<file path="config.mk">
export PLATFORM = sky130hd
export DESIGN_NAME = alu_iter
export DESIGN_NICKNAME = d
export VERILOG_FILES = /design/src/rtl/alu_iter_pkg.sv /design/src/rtl/alu_iter_muldiv.sv /design/src/rtl/alu_iter.sv
export SDC_FILE = /design/constraint.sdc
export NUM_CORES = 1
export LEC_CHECK = 0
export CELL_PAD_IN_SITES_DETAIL_PLACEMENT = 0
export CELL_PAD_IN_SITES_GLOBAL_PLACEMENT = 1
export CORE_MARGIN = 5
export CORE_UTILIZATION = 50
export CTS_CLUSTER_DIAMETER = 150
export DETAILED_ROUTE_END_ITERATION = 6
export PLACE_DENSITY_LB_ADDON = 0.1
export SLEW_MARGIN = 20
export SYNTH_ARGS = -nofsm -noshare
export SYNTH_HDL_FRONTEND = slang
export SYNTH_SLANG_ARGS = --single-unit
</file>
<file path="constraint.sdc">
create_clock -name clk -period 14.9 [get_ports clk]
set_input_delay 2.98 -clock clk [delete_from_list [all_inputs] [get_ports clk]]
set_output_delay 2.98 -clock clk [all_outputs]
set_load 0.05 [all_outputs]
</file>
<file path="src/rtl/alu_iter_pkg.sv">
`default_nettype none
// +--------------------------------------------------------------------+
// | alu_iter_pkg                                                       |
// | Opcode and FSM state encodings plus latency constants for alu_iter |
// | Revision: 1.0                                                      |
// +--------------------------------------------------------------------+
package alu_iter_pkg;

  typedef enum logic [3:0] {
    OP_ADD   = 4'd0,
    OP_SUB   = 4'd1,
    OP_AND   = 4'd2,
    OP_OR    = 4'd3,
    OP_XOR   = 4'd4,
    OP_SLT   = 4'd5,
    OP_SLTU  = 4'd6,
    OP_SLL   = 4'd7,
    OP_SRL   = 4'd8,
    OP_SRA   = 4'd9,
    OP_MUL   = 4'd10,
    OP_MULHU = 4'd11,
    OP_DIV   = 4'd12,
    OP_DIVU  = 4'd13,
    OP_REM   = 4'd14,
    OP_REMU  = 4'd15
  } op_e;

  typedef enum logic [1:0] {
    ST_IDLE = 2'd0,
    ST_MUL  = 2'd1,
    ST_DIV  = 2'd2,
    ST_DONE = 2'd3
  } state_e;

  // Acceptance-to-out_valid latency is WIDTH plus these for the iterative ops.
  localparam int c_LAT_MUL_EXTRA = 1;
  localparam int c_LAT_DIV_EXTRA = 2;

endpackage
`default_nettype wire

</file>
<file path="src/rtl/alu_iter_muldiv.sv">
`default_nettype none
// +--------------------------------------------------------------------+
// | alu_iter_muldiv                                                    |
// | Bit-serial shift-add multiplier / restoring divider sharing one    |
// | adder and one {hi,lo} shift register. Divider under ALU_ITER_DIV_EN|
// | Revision: 1.0                                                      |
// +--------------------------------------------------------------------+
module alu_iter_muldiv
  import alu_iter_pkg::*;
#(
  parameter int WIDTH = 32
) (
  input  logic             clk,
  input  logic             rst,
  input  logic             i_start,
  input  logic             i_div,
  input  logic [1:0]       i_sel,
  input  logic [WIDTH-1:0] i_a,
  input  logic [WIDTH-1:0] i_b,
  output logic             o_done,
  output logic [WIDTH-1:0] o_result
);

  localparam int c_CW = $clog2(WIDTH) + 1;
  // Busy cycles are latency-1, so the final busy cycle has index latency-2.
  localparam logic [c_CW-1:0] c_LAST_MUL = c_CW'(WIDTH + c_LAT_MUL_EXTRA - 2);
  localparam logic [c_CW-1:0] c_LAST_DIV = c_CW'(WIDTH + c_LAT_DIV_EXTRA - 2);

  logic             r_busy;
  logic [c_CW-1:0]  r_cnt;
  logic [WIDTH-1:0] r_hi;
  logic [WIDTH-1:0] r_lo;
  logic [WIDTH-1:0] r_mc;
  logic [1:0]       r_sel;

  logic             w_div;
  logic [WIDTH-1:0] w_lo_init;
  logic [WIDTH-1:0] w_mc_init;
  logic [WIDTH-1:0] w_div_res;
  logic [WIDTH-1:0] w_mul_res;
  logic [WIDTH+1:0] w_x;
  logic [WIDTH+1:0] w_y;
  logic [WIDTH+1:0] w_sum;
  logic             w_cin;

`ifdef ALU_ITER_DIV_EN
  logic             r_div;
  logic             r_qneg;
  logic             r_rneg;
  logic [WIDTH-1:0] w_mag_a;
  logic [WIDTH-1:0] w_mag_b;

  // Division runs on magnitudes; signs are restored in the fixup cycle.
  assign w_mag_a   = (!i_sel[0] && i_a[WIDTH-1]) ? -i_a : i_a;
  assign w_mag_b   = (!i_sel[0] && i_b[WIDTH-1]) ? -i_b : i_b;
  assign w_div     = r_div;
  assign w_lo_init = i_div ? w_mag_a : i_b;
  assign w_mc_init = i_div ? w_mag_b : i_a;
  assign w_div_res = r_sel[1] ? (r_rneg ? -r_hi : r_hi) : (r_qneg ? -r_lo : r_lo);

  always_ff @(posedge clk) begin
    if (rst) begin
      r_div  <= 1'b0;
      r_qneg <= 1'b0;
      r_rneg <= 1'b0;
    end else if (i_start) begin
      r_div  <= i_div;
      r_qneg <= !i_sel[0] && (i_a[WIDTH-1] ^ i_b[WIDTH-1]);
      r_rneg <= !i_sel[0] && i_a[WIDTH-1];
    end
  end
`else
  logic w_unused_div;

  assign w_div        = 1'b0;
  assign w_lo_init    = i_b;
  assign w_mc_init    = i_a;
  assign w_div_res    = '0;
  assign w_unused_div = ^{i_div, r_sel[1]};
`endif

  // Shared adder: mul adds the multiplicand, div subtracts the divisor.
  always_comb begin
    w_x   = {2'b00, r_hi};
    w_y   = r_lo[0] ? {2'b00, r_mc} : '0;
    w_cin = 1'b0;
    if (w_div) begin
      w_x   = {1'b0, r_hi, r_lo[WIDTH-1]};
      w_y   = ~{2'b00, r_mc};
      w_cin = 1'b1;
    end
  end

  assign w_sum     = w_x + w_y + {{(WIDTH+1){1'b0}}, w_cin};
  assign w_mul_res = r_sel[0] ? w_sum[WIDTH:1] : {w_sum[0], r_lo[WIDTH-1:1]};
  assign o_done    = r_busy && (r_cnt == (w_div ? c_LAST_DIV : c_LAST_MUL));
  assign o_result  = w_div ? w_div_res : w_mul_res;

  always_ff @(posedge clk) begin
    if (rst) begin
      r_busy <= 1'b0;
      r_cnt  <= '0;
      r_hi   <= '0;
      r_lo   <= '0;
      r_mc   <= '0;
      r_sel  <= '0;
    end else if (i_start) begin
      r_busy <= 1'b1;
      r_cnt  <= '0;
      r_hi   <= '0;
      r_lo   <= w_lo_init;
      r_mc   <= w_mc_init;
      r_sel  <= i_sel;
    end else if (r_busy) begin
      r_cnt <= r_cnt + 1'b1;
      if (o_done) r_busy <= 1'b0;
      if (!w_div) begin
        r_hi <= w_sum[WIDTH:1];
        r_lo <= {w_sum[0], r_lo[WIDTH-1:1]};
      end else if (r_cnt != c_LAST_DIV) begin
        if (!w_sum[WIDTH+1]) begin
          r_hi <= w_sum[WIDTH-1:0];
          r_lo <= {r_lo[WIDTH-2:0], 1'b1};
        end else begin
          r_hi <= w_x[WIDTH-1:0];
          r_lo <= {r_lo[WIDTH-2:0], 1'b0};
        end
      end
    end
  end

endmodule
`default_nettype wire

</file>
<file path="src/rtl/alu_iter.sv">
`default_nettype none
// +--------------------------------------------------------------------+
// | alu_iter                                                           |
// | Valid/ready ALU: single-cycle ops plus iterative MUL/DIV. Divide   |
// | ops are implemented only when ALU_ITER_DIV_EN is defined.          |
// | Revision: 1.0                                                      |
// +--------------------------------------------------------------------+
module alu_iter
  import alu_iter_pkg::*;
#(
  parameter int WIDTH = 32
) (
  input  logic             clk,
  input  logic             rst,
  input  logic             in_valid,
  output logic             in_ready,
  input  logic [3:0]       op,
  input  logic [WIDTH-1:0] a,
  input  logic [WIDTH-1:0] b,
  output logic             out_valid,
  input  logic             out_ready,
  output logic [WIDTH-1:0] result,
  output logic             zero,
  output logic             illegal
);

  localparam int c_SHW = $clog2(WIDTH);

  state_e           r_state;
  state_e           w_state_nxt;
  state_e           w_dest;
  logic [WIDTH-1:0] r_result;
  logic             r_zero;
  logic             r_illegal;

  op_e              w_op;
  logic [c_SHW-1:0] w_sh;
  logic [WIDTH-1:0] w_alu;
  logic [WIDTH-1:0] w_res;
  logic             w_single;
  logic             w_go_mul;
  logic             w_go_div;
  logic             w_illegal;
  logic             w_accept;
  logic             w_md_done;
  logic [WIDTH-1:0] w_md_res;

  assign w_op = op_e'(op);
  assign w_sh = b[c_SHW-1:0];

  always_comb begin
    w_alu = '0;
    case (w_op)
      OP_ADD:  w_alu = a + b;
      OP_SUB:  w_alu = a - b;
      OP_AND:  w_alu = a & b;
      OP_OR:   w_alu = a | b;
      OP_XOR:  w_alu = a ^ b;
      OP_SLT:  w_alu = {{(WIDTH-1){1'b0}}, $signed(a) < $signed(b)};
      OP_SLTU: w_alu = {{(WIDTH-1){1'b0}}, a < b};
      OP_SLL:  w_alu = a << w_sh;
      OP_SRL:  w_alu = a >> w_sh;
      OP_SRA:  w_alu = $signed(a) >>> w_sh;
      default: w_alu = '0;
    endcase
  end

  // Route the op: single-cycle result, or hand off to the iterative unit.
  always_comb begin
    w_res     = w_alu;
    w_single  = 1'b1;
    w_go_mul  = 1'b0;
    w_go_div  = 1'b0;
    w_illegal = 1'b0;
    case (w_op)
      OP_MUL, OP_MULHU: begin
        w_single = 1'b0;
        w_go_mul = 1'b1;
      end
      OP_DIV, OP_DIVU, OP_REM, OP_REMU: begin
`ifdef ALU_ITER_DIV_EN
        if (b == '0) begin
          w_res = op[1] ? a : '1;
        end else if (!op[0] && a == {1'b1, {(WIDTH-1){1'b0}}} && b == '1) begin
          w_res = op[1] ? '0 : a;
        end else begin
          w_single = 1'b0;
          w_go_div = 1'b1;
        end
`else
        w_res     = '0;
        w_illegal = 1'b1;
`endif
      end
      default: ;
    endcase
  end

  always_comb begin
    in_ready    = (r_state == ST_IDLE) || (r_state == ST_DONE && out_ready);
    out_valid   = (r_state == ST_DONE);
    w_accept    = in_valid && in_ready && !rst;
    w_dest      = w_go_mul ? ST_MUL : (w_go_div ? ST_DIV : ST_DONE);
    w_state_nxt = r_state;
    case (r_state)
      ST_IDLE: if (w_accept) w_state_nxt = w_dest;
      ST_MUL:  if (w_md_done) w_state_nxt = ST_DONE;
      ST_DIV:  if (w_md_done) w_state_nxt = ST_DONE;
      ST_DONE: if (out_ready) w_state_nxt = w_accept ? w_dest : ST_IDLE;
      default: w_state_nxt = ST_IDLE;
    endcase
  end

  always_ff @(posedge clk) begin
    if (rst) r_state <= ST_IDLE;
    else     r_state <= w_state_nxt;
  end

  always_ff @(posedge clk) begin
    if (rst) begin
      r_result  <= '0;
      r_zero    <= 1'b0;
      r_illegal <= 1'b0;
    end else if (w_accept && w_single) begin
      r_result  <= w_res;
      r_zero    <= (w_res == '0);
      r_illegal <= w_illegal;
    end else if (w_md_done) begin
      r_result  <= w_md_res;
      r_zero    <= (w_md_res == '0);
      r_illegal <= 1'b0;
    end
  end

  assign result  = r_result;
  assign zero    = r_zero;
  assign illegal = r_illegal;

  alu_iter_muldiv #(
    .WIDTH(WIDTH)
  ) u_muldiv (
    .clk      (clk),
    .rst      (rst),
    .i_start  (w_accept && (w_go_mul || w_go_div)),
    .i_div    (w_go_div),
    .i_sel    (op[1:0]),
    .i_a      (a),
    .i_b      (b),
    .o_done   (w_md_done),
    .o_result (w_md_res)
  );

endmodule
`default_nettype wire

</file>
# Word-level counts from Yosys, hierarchy flattened
# Cells that the tools add are included.
[classes]
magnitude_cmp = 2
multipliers = 0
div = 0
n_eq_ne = 22
n_reduce_logical = 19
addsub = 4
shifts = 3
n_bitwise = 3
mux = 24
[op_table]
columns = ["cell", "n"]
rows = [
  ["32-bit case mux with 10 select lines", 1],
  ["32-bit 2-to-1 mux", 7],
  ["32-bit zero test", 2],
  ["32-bit < comparator", 2],
  ["32-bit by 33-bit adder with 33-bit output", 1],
  ["32-bit adder", 1],
  ["32-bit AND", 1],
  ["4-bit == test, second input constant", 8],
  ["32-bit OR", 1],
  ["32-bit by 5-bit left shift with 32-bit output", 1],
  ["32-bit by 5-bit right shift with 32-bit output", 1],
  ["32-bit by 5-bit >>> shifter with 32-bit output", 1],
  ["32-bit subtractor", 1],
  ["32-bit XOR", 1],
  ["4-bit by 3-bit == test with 1-bit output, second input constant", 4],
  ["1-bit 2-to-1 mux", 10],
  ["2-bit 2-to-1 mux", 5],
  ["4-bit by 2-bit == test with 1-bit output, second input constant", 2],
  ["6-bit by 1-bit adder with 6-bit output, second input constant", 1],
  ["6-bit by 5-bit == test with 1-bit output, second input constant", 1],
  ["1-bit logical AND", 6],
  ["2-bit case mux with 3 select lines", 1],
  ["2-bit OR reduction", 3],
  ["2-bit == test, second input constant", 2],
  ["other kinds (11)", 13],
]
[totals]
out_inout_bits = 36
mem_count = 0
latch_bits = 0
mem_bits_ro = 0
reg_bits = 140
inputBits = 72
ram_bits = 0
elab_cells = 87

# Logic depth before layout (Yosys ltp)
[depth]
ltp_word = 8
ltp_mapped = 19
ltp_nobuf = 16

# Hierarchy
# A second synthesis with hierarchy kept.
[hier_totals]
hier_cells = 2482
hier_area_um2 = 18753.0
[by_module_without_submodules]
columns = ["module", "cells_per_inst", "seq_area_each_um2", "area_per_inst_um2", "instances"]
rows = [
  ["alu_iter", 1705, 720.7, 12210.5, 1],
  ["alu_iter_muldiv", 777, 2082.0, 6542.5, 1],
]

# Least setup slack after synthesis
# OpenSTA, ideal clock, no wires.
[synth_path]
kind = "input-to-reg"
from = "in b[2]"
to = "reg r_zero (netlist: zero)"
cell_stages = 19
required_ns = 14.827
arrival_ns = 7.923
path_buffers = 5
slack_ns = 6.904
path_cell_list = "buf_2 -> buf_2 -> inv_1 -> clkbuf_1 -> buf_1 -> ha_1 -> buf_6 -> nor2b_4 -> a2111o_1 -> a21oi_4 -> o21ai_2 -> a221o_1 -> a2111o_1 -> or4_1 -> nor4_1 -> nand4_1 -> or4_1 -> or4_1 -> o211ai_2"
[synth_between]
elab_chain_cells = 5
word_cells_on_any_way = 14
cone_classes = "add/sub (2); order compare (2); shift (3); mux (3); bitwise (3); reduce/logical (1)"
[synth_lines]
columns = ["item", "line_no", "source"]
rows = [
  ["start: declaration", "alu_iter.sv:19", "input logic [WIDTH-1:0] b,"],
  ["32-bit subtractor, or another cell as far along", "alu_iter.sv:55", "OP_SUB: w_alu = a - b;"],
  ["32-bit case mux with 10 select lines (*)", "alu_iter.sv:53", "case (w_op)"],
  ["32-bit 2-to-1 mux (*)", "alu_iter.sv:75", "case (w_op)"],
  ["32-bit zero test (*)", "alu_iter.sv:126", "r_zero <= (w_res == '0);"],
  ["1-bit 2-to-1 mux (*)", "alu_iter.sv:124", "end else if (w_accept && w_single) begin"],
  ["end signal: assignment", "alu_iter.sv:126", ""],
  ["end signal: assignment", "alu_iter.sv:130", "r_zero <= (w_md_res == '0);"],
  ["end: declaration", "alu_iter.sv:33", "logic r_zero;"],
]
# Mark *: on every way between the ends. The rest lies on a longest branch, timed or not.
# A chain may end at the register's enable or synchronous reset.

# Worst setup path in the final report
[layout_path]
from = "in b[1]"
to = "reg r_zero (netlist: zero)"
# The elaborated chain is that of the path after synthesis.

==> impl_metrics.csv <==
group,metric,value,unit
status,status,"finished clean",
logic_synthesis,yosysUniqueCellTypes,97,
min_path,holdCritStartpoint,"illegal",
logic_synthesis,ys_ff_latch,140,
sta,fin_crit,8.64,ns
setup_path,r2r_start,"u_muldiv.r_lo[0]",
power,leakage,7.37,nW
clock_tree,cts_root_buf,"clkbuf_16",
sta,setup_violations,0,
setup_path,cp_num_buf_inv,2,
route,drc,0,
sta,fmax,116,MHz
final_layout,stdcell_area,19000,um2
route,vias_per_cell,6.93,
logic_synthesis,yosysWarnings,0,
logic_synthesis,seq_area_frac_synth,0.161,
final_layout,areaGrowthSynthToFinish,9.57,%
floorplanning,io-pin-count,108,
sta,slew_viol_final,0,
sta,hold_slack,0.484,ns
sta,tns,0,ns
setup_path,crit_path_end_kind,"register",
floorplanning,core,34500,um2
place,place_ws,5.96,ns
final_layout,antennaDiodeCount,0,
global_route,antenna_found_initial,1,
logic_synthesis,async_flop_share,0,
setup_path,crit_chain,"buf_4, clkinv_1, ha_1, o21ba_1, a2111o_1, a21oi_4, o21ai_2, a221o_1, a2111o_1, or4_1, nor4_1, nand4_1, or4_1, or4_1, o211ai_2",
logic_synthesis,synth_top_flop_cell,"dfxtp_1",
min_path,worstHoldPathCells,2,
floorplanning,die_y,196,um
logic_synthesis,synth_edf_count,0,
final_layout,drive_gt1_frac,0.0856,
place,postPlaceCellArea,18400,um2
clock_tree,cts_buffers,17,
clock_tree,cts_max_level,4,
setup_path,critPathArrivalTime,9.01,ns
clock_tree,cts_resized,0,
final_layout,nets,2489,
floorplanning,die_area,38600,um2
floorplanning,initial_core_util,0.504,
clock_tree,post_cts_buffers,0,
min_path,min_path_type,"register to register",
route,drt-initial-drc-count,2350,
power,p_per_area,75.6,nW/um2
global_route,grt_max_degree,93,
sta,final.period_utilization,0.580,
place,hpwl,59000,um
setup_path,path_delay_family,"simple AND/OR/NAND/NOR gates",
setup_path,startpoint_type,"input port",
logic_synthesis,avgSynthCellArea,7.59,um2
setup_path,critical_path_depth,15,
final_layout,layout_common_cells,"246 x nor2_1, 196 x nand2_1, 157 x a21oi_1, 146 x o21ai_0, 142 x mux2i_1",
sta,slew_headroom,0.252,
setup_path,crit_required,15.28,ns
route,vias,19032,
clock_tree,clockBufferDepth,2,
global_route,grt_overflow,0,
setup_path,path_class,"input port to register",
route,routed_wl,77400,um
setup_path,max_stage_delay,0.81,ns
sta,rsz0062_at_grt,"no",
place,dp.cells,2714,
run,max-cap-violations,0,
clock_tree,cts_tree,"yes",
route,wire_per_inst,28.2,um
place,place.gp.congestion,1.03,
global_route,grt_pass1_vias,17947,
floorplanning,rows,68,
sta,fin_ws,6.26,ns
global_route,grt_first_pass_wirelength,114000,um
setup_path,crit_start,"b[1]",
setup_path,crit_slowest_cell,"clkinv_1",
route,ant_nets,0,
clock_tree,clk_pin_slew,0.07,ns
sta,skew,0.0167,ns
clock_tree,clk_latency,0.45,ns
setup_path,path_common_cell,"or4_1",
logic_synthesis,netlist_instances,2289,
global_route,grt.total_usage,0.383,
floorplanning,die_w,196,um
sta,hold_violations,0,
power,total_power,1.44,mW
final_layout,stdcell_count,2746,
setup_path,crit_fanout,39,
place,io_buffer_count,107,
final_layout,post-route-util,0.552,
logic_synthesis,syn_nets,2500,
route,dr.pass1.iters,6,
clock_tree,cts_hold_buf,0,
clock_tree,clkSinkCount,140,
logic_synthesis,synthesis.area,17400,um2
sta,worst_pin_slew,1.12,ns
setup_path,r2r_cells,16,
final_layout,layout_commonest_cell,"nor2_1",
power,vdd_drop_max,0.000101,V
logic make-up (layout without fill, tap and decap cells):
family | count (synthesis) | count (layout) | share of synthesized area
and+or+nand+nor | 764 | 764 | 0.213
AOI/OAI and AO/OA | 694 | 694 | 0.269
buffers and inverters | 288 | 290 | 0.0753
muxes | 210 | 210 | 0.153
DFF | 140 | 140 | 0.161
adders and majority gates | 139 | 139 | 0.101
xor gates and xnor gates | 54 | 54 | 0.0272
layer usage:
| metal | share of wire | up-vias | track usage |
|---|---|---|---|
| met3 | 0.11 | 223 | 0.0829 |
| met1 | 0.41 | 9136 | 0.517 |
| li1 | - | 8457 | - |
| met5 | 0.00018 | - | 0 |
| met4 | 0.050 | 2 | 0.161 |
| met2 | 0.43 | 1214 | 0.593 |
path summary, 6_finish.rpt:
check / to / slack [ns]
setup / recovery: zero / 6.26
hold / removal: illegal / 0.48
setup reg to reg: zero / 9.76
hold reg to reg: illegal / 0.48
synthesized netlist by cell type, drive strengths merged, types with 13 or more instances:
master,instances,area (um2)
o221ai,17,149
dfxtp,140,2800
a31oi,24,150
a22oi,20,150
nand2,196,736
a21o,24,180
nand3,38,190
mux2i,143,1440
nor2,246,923
a21oi,158,802
nor3,52,260
a221oi,24,210
xnor2,38,333
and2,44,275
nand4,26,163
a211oi,83,623
nor2b,26,170
o21bai,13,97.6
ha,136,1700
xor2,16,140
buf,39,204
o21ai,148,744
inv,109,409
nand2b,21,131
nor4,19,119
o22ai,22,138
o211ai,30,235
mux4,41,923
clkbuf,136,651
nand3b,37,278
mux2,26,293
cell type report:
cell class / count / area, um2
timing repair buffer: 146 / 1340
clock buffer: 17 / 425
tap: 455 / 569
inverter: 112 / 420
multi-input combinational: 1861 / 13300
sequential: 140 / 2810
fill: 3356 / 15400
clock inverter: 15 / 174
registers in the layout (all words and copies together) (netlist names):
register and count:
u_muldiv.r_mc 32, illegal 1, u_muldiv.r_cnt 6, r_state 2
u_muldiv.r_hi 32, u_muldiv.r_busy 1, u_muldiv.r_sel 1, result 32
u_muldiv.r_lo 32, zero 1
worst register-to-register path, cell delays in order (launching register included):
cell and delay, ns:
dfxtp_2 0.74, and2_1 0.24, ha_1 0.19, inv_1 0.07
fa_1 0.43, nor2b_1 0.23, o211ai_1 0.12, a211oi_1 0.60
nor2_1 0.19, o21ai_0 0.34, xor2_1 0.19, or4b_2 0.69
a21oi_1 0.27, nand4_1 0.13, nor3_1 0.35, nand4_1 0.19
o211ai_2 0.09
report_power, final:
group / switching, mW / leakage (nW) / internal (mW)
registers: 0.0168 / 1.13 / 0.391
logic: 0.382 / 5.94 / 0.203
clock network: 0.206 / 0.291 / 0.239
total: 0.605 / 7.37 / 0.833
(Power assumes the default switching activity.)
